===== src/rtl/kmeans_centroid_update_k3_d2_if.sv =====
// Sample/flush bus and centroid result bus of the k=3, d=2 centroid update block.
interface kmeans_centroid_update_k3_d2_if #(
  parameter int unsigned input_data_width  = 16,
  parameter int unsigned centroid_id_width = 2
);
  logic                          in_valid;
  logic                          in_ready;
  logic [input_data_width-1:0]   in_data0;
  logic [input_data_width-1:0]   in_data1;
  logic [centroid_id_width-1:0]  in_centroid_id;
  logic                          flush;
  logic [input_data_width-1:0]   centroid0_d0, centroid0_d1;
  logic [input_data_width-1:0]   centroid1_d0, centroid1_d1;
  logic [input_data_width-1:0]   centroid2_d0, centroid2_d1;
  logic [input_data_width-1:0]   new_centroid0_d0, new_centroid0_d1;
  logic [input_data_width-1:0]   new_centroid1_d0, new_centroid1_d1;
  logic [input_data_width-1:0]   new_centroid2_d0, new_centroid2_d1;
  logic                          out_valid;
  logic                          count_ovf;

  modport master (
    output in_valid, in_data0, in_data1, in_centroid_id, flush,
           centroid0_d0, centroid0_d1, centroid1_d0, centroid1_d1,
           centroid2_d0, centroid2_d1,
    input  in_ready, new_centroid0_d0, new_centroid0_d1, new_centroid1_d0,
           new_centroid1_d1, new_centroid2_d0, new_centroid2_d1,
           out_valid, count_ovf
  );

  modport slave (
    input  in_valid, in_data0, in_data1, in_centroid_id, flush,
           centroid0_d0, centroid0_d1, centroid1_d0, centroid1_d1,
           centroid2_d0, centroid2_d1,
    output in_ready, new_centroid0_d0, new_centroid0_d1, new_centroid1_d0,
           new_centroid1_d1, new_centroid2_d0, new_centroid2_d1,
           out_valid, count_ovf
  );
endinterface


===== src/rtl/kmeans_centroid_update_k3_d2.sv =====
// Per-centroid sum/count accumulation and sequential mean division for k=3, d=2.
// Optional KMEANS_CENTROID_ROUND_EN selects round-half-up means instead of floor.
module kmeans_centroid_update_k3_d2 #(
  parameter int unsigned input_data_width  = 16,
  parameter int unsigned centroid_id_width = 2,
  parameter int unsigned count_width       = 16
) (
  input logic clk,
  input logic rst,
  kmeans_centroid_update_k3_d2_if.slave bus
);
  localparam int unsigned W     = input_data_width;
  localparam int unsigned CW    = count_width;
  localparam int unsigned ACC_W = W + CW;
  localparam int unsigned BIT_W = $clog2(ACC_W + 1);
`ifdef KMEANS_CENTROID_ROUND_EN
  localparam int unsigned DVD_W = ACC_W + 1;
`else
  localparam int unsigned DVD_W = ACC_W;
`endif

  typedef enum logic [1:0] {ACC, DIV, DONE} state_t;

  state_t             state_q, state_d;
  logic [ACC_W-1:0]   sum_q  [3][2];
  logic [CW-1:0]      cnt_q  [3];
  logic [W-1:0]       newc_q [3][2];
  logic [W-1:0]       cin    [3][2];
  logic               ready_q, out_valid_q, ovf_q;
  logic [2:0]         slot_q;
  logic [BIT_W-1:0]   bit_q;
  logic [CW-1:0]      rem_q;
  logic [ACC_W-1:0]   quo_q;
  logic [W-1:0]       hold_q;

  logic [1:0]         k_c;
  logic               d_c;
  logic [CW-1:0]      divisor_c;
  logic [DVD_W-1:0]   dvd_c;
  logic [CW:0]        rem_sh_c;
  logic               ge_c;
  logic [CW-1:0]      rem_nx_c;
  logic [ACC_W-1:0]   quo_nx_c;
  logic [W-1:0]       res_c;
  logic               accept_c;

  assign cin[0][0] = bus.centroid0_d0;  assign cin[0][1] = bus.centroid0_d1;
  assign cin[1][0] = bus.centroid1_d0;  assign cin[1][1] = bus.centroid1_d1;
  assign cin[2][0] = bus.centroid2_d0;  assign cin[2][1] = bus.centroid2_d1;

  assign bus.new_centroid0_d0 = newc_q[0][0];  assign bus.new_centroid0_d1 = newc_q[0][1];
  assign bus.new_centroid1_d0 = newc_q[1][0];  assign bus.new_centroid1_d1 = newc_q[1][1];
  assign bus.new_centroid2_d0 = newc_q[2][0];  assign bus.new_centroid2_d1 = newc_q[2][1];
  assign bus.in_ready  = ready_q;
  assign bus.out_valid = out_valid_q;
  assign bus.count_ovf = ovf_q;

  always_ff @(posedge clk or posedge rst) begin
    if (rst) state_q <= ACC;
    else     state_q <= state_d;
  end

  always_comb begin
    state_d = state_q;
    case (state_q)
      ACC:     if (bus.flush) state_d = DIV;
      DIV:     if (slot_q == 3'd5 && bit_q == BIT_W'(ACC_W)) state_d = DONE;
      DONE:    state_d = ACC;
      default: state_d = ACC;
    endcase
  end

  // One restoring-division step on the current slot; slot index = 2*k + d.
  always_comb begin
    k_c       = slot_q[2:1];
    d_c       = slot_q[0];
    divisor_c = cnt_q[k_c];
`ifdef KMEANS_CENTROID_ROUND_EN
    dvd_c     = {1'b0, sum_q[k_c][d_c]} + DVD_W'(cnt_q[k_c] >> 1);
`else
    dvd_c     = sum_q[k_c][d_c];
`endif
    rem_sh_c  = {rem_q, quo_q[ACC_W-1]};
    ge_c      = rem_sh_c >= {1'b0, divisor_c};
    rem_nx_c  = ge_c ? (rem_sh_c[CW-1:0] - divisor_c) : rem_sh_c[CW-1:0];
    quo_nx_c  = {quo_q[ACC_W-2:0], ge_c};
`ifdef KMEANS_CENTROID_ROUND_EN
    res_c     = (|quo_nx_c[ACC_W-1:W]) ? {W{1'b1}} : quo_nx_c[W-1:0];
`else
    res_c     = quo_nx_c[W-1:0];
`endif
    accept_c  = bus.in_valid && ready_q && (32'(bus.in_centroid_id) < 32'd3);
  end

  always_ff @(posedge clk or posedge rst) begin
    if (rst) begin
      for (int i = 0; i < 3; i++) begin
        cnt_q[i] <= '0;
        for (int j = 0; j < 2; j++) begin
          sum_q[i][j]  <= '0;
          newc_q[i][j] <= '0;
        end
      end
      ready_q     <= 1'b1;
      out_valid_q <= 1'b0;
      ovf_q       <= 1'b0;
      slot_q      <= '0;
      bit_q       <= '0;
      rem_q       <= '0;
      quo_q       <= '0;
      hold_q      <= '0;
    end else begin
      out_valid_q <= 1'b0;
      ready_q     <= (state_d == ACC);
      case (state_q)
        ACC: begin
          slot_q <= '0;
          bit_q  <= '0;
          if (accept_c) begin
            // A saturated counter drops the sample so the sum stays consistent with the count.
            if (&cnt_q[bus.in_centroid_id]) begin
              ovf_q <= 1'b1;
            end else begin
              sum_q[bus.in_centroid_id][0] <= sum_q[bus.in_centroid_id][0] + ACC_W'(bus.in_data0);
              sum_q[bus.in_centroid_id][1] <= sum_q[bus.in_centroid_id][1] + ACC_W'(bus.in_data1);
              cnt_q[bus.in_centroid_id]    <= cnt_q[bus.in_centroid_id] + CW'(1);
            end
          end
        end
        DIV: begin
          if (bit_q == '0) begin
            // The rounded dividend's top bit seeds the remainder; its quotient bit is always 0.
`ifdef KMEANS_CENTROID_ROUND_EN
            rem_q <= CW'(dvd_c[ACC_W]);
            quo_q <= dvd_c[ACC_W-1:0];
`else
            rem_q <= '0;
            quo_q <= dvd_c;
`endif
            hold_q <= cin[k_c][d_c];
            bit_q  <= BIT_W'(1);
          end else begin
            rem_q <= rem_nx_c;
            quo_q <= quo_nx_c;
            if (bit_q == BIT_W'(ACC_W)) begin
              newc_q[k_c][d_c] <= (divisor_c == '0) ? hold_q : res_c;
              bit_q            <= '0;
              slot_q           <= slot_q + 3'd1;
            end else begin
              bit_q <= bit_q + BIT_W'(1);
            end
          end
        end
        DONE: begin
          out_valid_q <= 1'b1;
          ovf_q       <= 1'b0;
          for (int i = 0; i < 3; i++) begin
            cnt_q[i] <= '0;
            for (int j = 0; j < 2; j++) sum_q[i][j] <= '0;
          end
        end
        default: ;
      endcase
    end
  end
endmodule


===== src/flat_wrapper.sv =====
// flat-port wrapper written by rule: the top's interface ports become plain ports
module kmeans_centroid_update_k3_d2_flat 
#(
  parameter int unsigned input_data_width  = 16,
  parameter int unsigned centroid_id_width = 2,
  parameter int unsigned count_width       = 16
)
  (clk, rst, bus_in_valid, bus_in_data0, bus_in_data1, bus_in_centroid_id, bus_flush, bus_centroid0_d0, bus_centroid0_d1, bus_centroid1_d0, bus_centroid1_d1, bus_centroid2_d0, bus_centroid2_d1, bus_in_ready, bus_new_centroid0_d0, bus_new_centroid0_d1, bus_new_centroid1_d0, bus_new_centroid1_d1, bus_new_centroid2_d0, bus_new_centroid2_d1, bus_out_valid, bus_count_ovf);
  kmeans_centroid_update_k3_d2_if #(.input_data_width(input_data_width), .centroid_id_width(centroid_id_width)) bus_i ();
  input logic clk;
  input logic rst;
  input wire logic [$bits(bus_i.in_valid)-1:0] bus_in_valid;
  input wire logic [$bits(bus_i.in_data0)-1:0] bus_in_data0;
  input wire logic [$bits(bus_i.in_data1)-1:0] bus_in_data1;
  input wire logic [$bits(bus_i.in_centroid_id)-1:0] bus_in_centroid_id;
  input wire logic [$bits(bus_i.flush)-1:0] bus_flush;
  input wire logic [$bits(bus_i.centroid0_d0)-1:0] bus_centroid0_d0;
  input wire logic [$bits(bus_i.centroid0_d1)-1:0] bus_centroid0_d1;
  input wire logic [$bits(bus_i.centroid1_d0)-1:0] bus_centroid1_d0;
  input wire logic [$bits(bus_i.centroid1_d1)-1:0] bus_centroid1_d1;
  input wire logic [$bits(bus_i.centroid2_d0)-1:0] bus_centroid2_d0;
  input wire logic [$bits(bus_i.centroid2_d1)-1:0] bus_centroid2_d1;
  output wire logic [$bits(bus_i.in_ready)-1:0] bus_in_ready;
  output wire logic [$bits(bus_i.new_centroid0_d0)-1:0] bus_new_centroid0_d0;
  output wire logic [$bits(bus_i.new_centroid0_d1)-1:0] bus_new_centroid0_d1;
  output wire logic [$bits(bus_i.new_centroid1_d0)-1:0] bus_new_centroid1_d0;
  output wire logic [$bits(bus_i.new_centroid1_d1)-1:0] bus_new_centroid1_d1;
  output wire logic [$bits(bus_i.new_centroid2_d0)-1:0] bus_new_centroid2_d0;
  output wire logic [$bits(bus_i.new_centroid2_d1)-1:0] bus_new_centroid2_d1;
  output wire logic [$bits(bus_i.out_valid)-1:0] bus_out_valid;
  output wire logic [$bits(bus_i.count_ovf)-1:0] bus_count_ovf;
  assign bus_i.in_valid = bus_in_valid;
  assign bus_i.in_data0 = bus_in_data0;
  assign bus_i.in_data1 = bus_in_data1;
  assign bus_i.in_centroid_id = bus_in_centroid_id;
  assign bus_i.flush = bus_flush;
  assign bus_i.centroid0_d0 = bus_centroid0_d0;
  assign bus_i.centroid0_d1 = bus_centroid0_d1;
  assign bus_i.centroid1_d0 = bus_centroid1_d0;
  assign bus_i.centroid1_d1 = bus_centroid1_d1;
  assign bus_i.centroid2_d0 = bus_centroid2_d0;
  assign bus_i.centroid2_d1 = bus_centroid2_d1;
  assign bus_in_ready = bus_i.in_ready;
  assign bus_new_centroid0_d0 = bus_i.new_centroid0_d0;
  assign bus_new_centroid0_d1 = bus_i.new_centroid0_d1;
  assign bus_new_centroid1_d0 = bus_i.new_centroid1_d0;
  assign bus_new_centroid1_d1 = bus_i.new_centroid1_d1;
  assign bus_new_centroid2_d0 = bus_i.new_centroid2_d0;
  assign bus_new_centroid2_d1 = bus_i.new_centroid2_d1;
  assign bus_out_valid = bus_i.out_valid;
  assign bus_count_ovf = bus_i.count_ovf;
  kmeans_centroid_update_k3_d2 #(.input_data_width(input_data_width), .centroid_id_width(centroid_id_width), .count_width(count_width)) u_core (.clk(clk), .rst(rst), .bus(bus_i));
endmodule

===== config.mk =====
export PLATFORM = sky130hd
export DESIGN_NAME = kmeans_centroid_update_k3_d2_flat
export DESIGN_NICKNAME = d
export VERILOG_FILES = /design/src/rtl/kmeans_centroid_update_k3_d2_if.sv /design/src/rtl/kmeans_centroid_update_k3_d2.sv /design/src/flat_wrapper.sv
export SDC_FILE = /design/constraint.sdc
export NUM_CORES = 1
export LEC_CHECK = 0
export BUFFER_PORTS_ARGS = -buffer_cell sky130_fd_sc_hd__buf_2
export CORE_MARGIN = 10
export CORE_UTILIZATION = 45
export CTS_CLUSTER_DIAMETER = 120
export DETAILED_ROUTE_END_ITERATION = 7
export PLACE_DENSITY = 0.67
export RECOVER_POWER = 100
export SLEW_MARGIN = 20
export SYNTH_ARGS = -nofsm -noshare
export SYNTH_HDL_FRONTEND = slang
export SYNTH_SLANG_ARGS = --single-unit

===== constraint.sdc =====
create_clock -name clk -period 38 [get_ports clk]
set_clock_uncertainty 0.2 [all_clocks]
set_input_delay 7.6 -clock clk [delete_from_list [all_inputs] [get_ports clk]]
set_output_delay 7.6 -clock clk [all_outputs]
set_load 0.02 [all_outputs]

==> results.toml <==
[outcome]
status = "complete, but fails checks"
violations = "capacitance limit, slew limit"

[yosys]
synth_fp_nets = 2770
yosys.area.top_type = "dfrtp_1"
netlist_top_cells_count = "nand2_1 (422), dfrtp_1 (413), o21ai_0 (321), mux2i_1 (221), a21oi_1 (185)"
ys_seq_elements = 414
synthCells = 2580
seq_area_frac_synth_pct = 44.0
ys_dominant_reg_cell = "dfrtp_1"
synthTopCellsByArea = "dfrtp_1 (44%), mux2i_1 (9.4%), o21ai_0 (6.8%)"
ys_async_sr_fraction_pct = 100
avgSynthCellArea_um2 = 9.13
synth_edf_count = 0
synthesis.area_mm2 = 0.0236
yosys_warnings = 0
synth_top_area_share_pct = 43.9
synth.most_common_cell = "nand2_1"
synth_cell_types = 82

[setup_path]
cp_slowest_cell = "clkbuf_1"
setup.worst_path.end_class = "register"
path_cells = "clkbuf_1 > nor2b_2 > clkbuf_1 > clkbuf_1 > o2bb2ai_1 > nand4_1 > nor4_1 > nor3_1 > nor2_1 > clkbuf_1 > a22o_1"
crit_type = "primary input to register"
path_common_cell = "clkbuf_1"
cp_top_family = "buffers and inverters"
crit_required_ns = 38.30
arrival_ns = 19.79
cp_num_buf_inv = 4
critPathMaxStageDelay_ns = 2.86
ff2ff_setup_slack_ns = 25.90
start_kind = "primary input"
worst-path-max-fanout = 64

[power_and_ir_drop]
sw_frac_of_total_pct = 32.7
p_int_mw = 0.863
combinationalPowerShare_pct = 23.1
total_power_mw = 1.28
powerDensity_mw_per_mm2 = 48.8
p_leak_nw = 11.3
pwr-share-seq_pct = 41.2
pwr-share-clk_pct = 35.7
ir_drop_mv = 0.0356
p_switching_mw = 0.420

[die]
ios = 233
die-area_mm2 = 0.0619
placementRows = 83
die_w_um = 249
initial_core_util_pct = 45.7
die_h_um = 249
core_mm2 = 0.0516

[clock_network]
insertion_delay_ns = 0.62
numClockSinks = 414
cts_made_buffers = 46
cts_buffer_depth = 3
cts_tree = "built"
hold_buffers = 0
clkTransAtPathRegs_ns = 0.06
ctsResizeCount = 0
cts-htree-levels = 2
root_buffer = "clkbuf_16"
post_cts_buffers = 0

[place]
hpwl_mm = 48.5
io_buffers = 232
pre_cts_ws_ns = 24.93
gp_congestion = 0.990
post_dp_cell_area_mm2 = 0.0249
placed_cells = 3332

[timing]
worst_slew_pin_slew_ns = 5.79
setup_slack_ns = 18.52
final_max_slew_viol_count = 1078
period_needed_ns = 19.48
setup_tns_ns = 0
finalCritPeriodShare_pct = 51.3
fmax_mhz = 51.3
hold_viol_final = 0
relSlewSlack_pct = -288
rsz0062_at_grt = "false"
setup_viol = 0
holdWs_ns = 0.281

[route]
avgRoutedWirePerCell_um = 21.9
antenna_left = 0
via_per_inst = 5.96
drtIter0Drc = 1782
drt-total-wl_mm = 74.8
drc_errors = 0
first_pass_iters = 5
vias = 20400

[global_routing]
grt_pass1_vias = 20200
grt_antenna_before_repair = 0
grt_max_degree = 133
grt_overflow = 0
grt_pass1_wl_mm = 117
grt_util_all_layers_pct = 23.1

[final_layout]
reg.largest.list = "u_core.sum_q (192), u_core.cnt_q (48), u_core.quo_q (32)"
final_area_mm2 = 0.0263
largest_reg_flops = 192
diodes = 0
finalNonFillerCells = 3415
area_growth_pct = 11.5
utilization_pct = 50.9
drive_gt1_share_pct = 9.62
top_register = "u_core.sum_q"
nets = 2890

[min_path]
hold_path.class = "register to register"

[flow_run]
cap_violations = 19
## worst paths after layout
| check | endpoint | cells after the start | start |
|---|---|---|---|
| min in group asynchronous | u_core.bus.new_centroid0_d0[13] | 2 | rst |
| hold reg to reg | u_core.bus.new_centroid1_d1[8] | 2 | u_core.bus.new_centroid1_d1[8] |
| setup reg to reg | u_core.rem_q[0] | 15 | u_core.slot_q[1] |
| setup / recovery | u_core.sum_q[185] | 11 | bus_in_centroid_id[0] |
| max in group asynchronous | u_core.cnt_q[41] | 4 | rst |
| hold / removal | u_core.bus.new_centroid1_d1[8] | 2 | u_core.bus.new_centroid1_d1[8] |
## area by class of cell
| cell class | count | area, um^2 |
|---|---|---|
| Clock inverter | 13 | 189 |
| Sequential cell | 414 | 10400 |
| Tap cell | 680 | 851 |
| Clock buffer | 70 | 1370 |
| Multi-Input combinational cell | 1947 | 12200 |
| Fill cell | 4801 | 25300 |
| Inverter | 30 | 114 |
| Timing Repair Buffer | 261 | 1200 |
## power by group through the flow
| stage | logic, mW | registers, mW | clock network, mW |
|---|---|---|---|
| after floorplan | 0.212 | 0.518 | 0 |
| after global placement | 0.284 | 0.533 | 0 |
| after detailed placement | 0.293 | 0.535 | 0 |
| after CTS | 0.293 | 0.528 | 0.463 |
| after global routing | 0.326 | 0.534 | 0.482 |
| final | 0.296 | 0.529 | 0.458 |
## cells by family (layout without fill, tap and decap cells)
logic type / after synthesis / in the layout / share of synthesized area [%]
compound gates: 834 / 834 / 22.1
xor+xnor: 78 / 78 / 2.93
fa+ha+maj: 56 / 56 / 3.07
buf+inv: 219 / 374 / 4.45
flops: 414 / 414 / 44.0
mux: 229 / 229 / 9.77
simple gates: 750 / 750 / 13.7
## layout by cell type, fill, tap and decap left out, drive strengths merged, types with 37 or more instances in the layout
cell type,n
a211oi,81
a21oi,185
a22o,83
buf,146
clkbuf,185
dfrtp,413
ha,53
mux2i,221
nand2,424
nand3,37
nor2,182
o21ai,327
o2bb2ai,42
xnor2,42
## worst min-delay path, stage by stage, from the launching register on
cell,delay (ns)
dfrtp_1,0.34
nand2_1,0.05
o21ai_0,0.06
## layer usage
metal / up-vias / wire length, um / track usage [%]
met5: - / 0 / 0
met4: 0 / 1570 / 6.36
met3: 104 / 5610 / 4.57
met2: 769 / 35500 / 38.1
met1: 10100 / 32100 / 30.3
li1: 9438 / - / -
(Power assumes the default switching activity.)
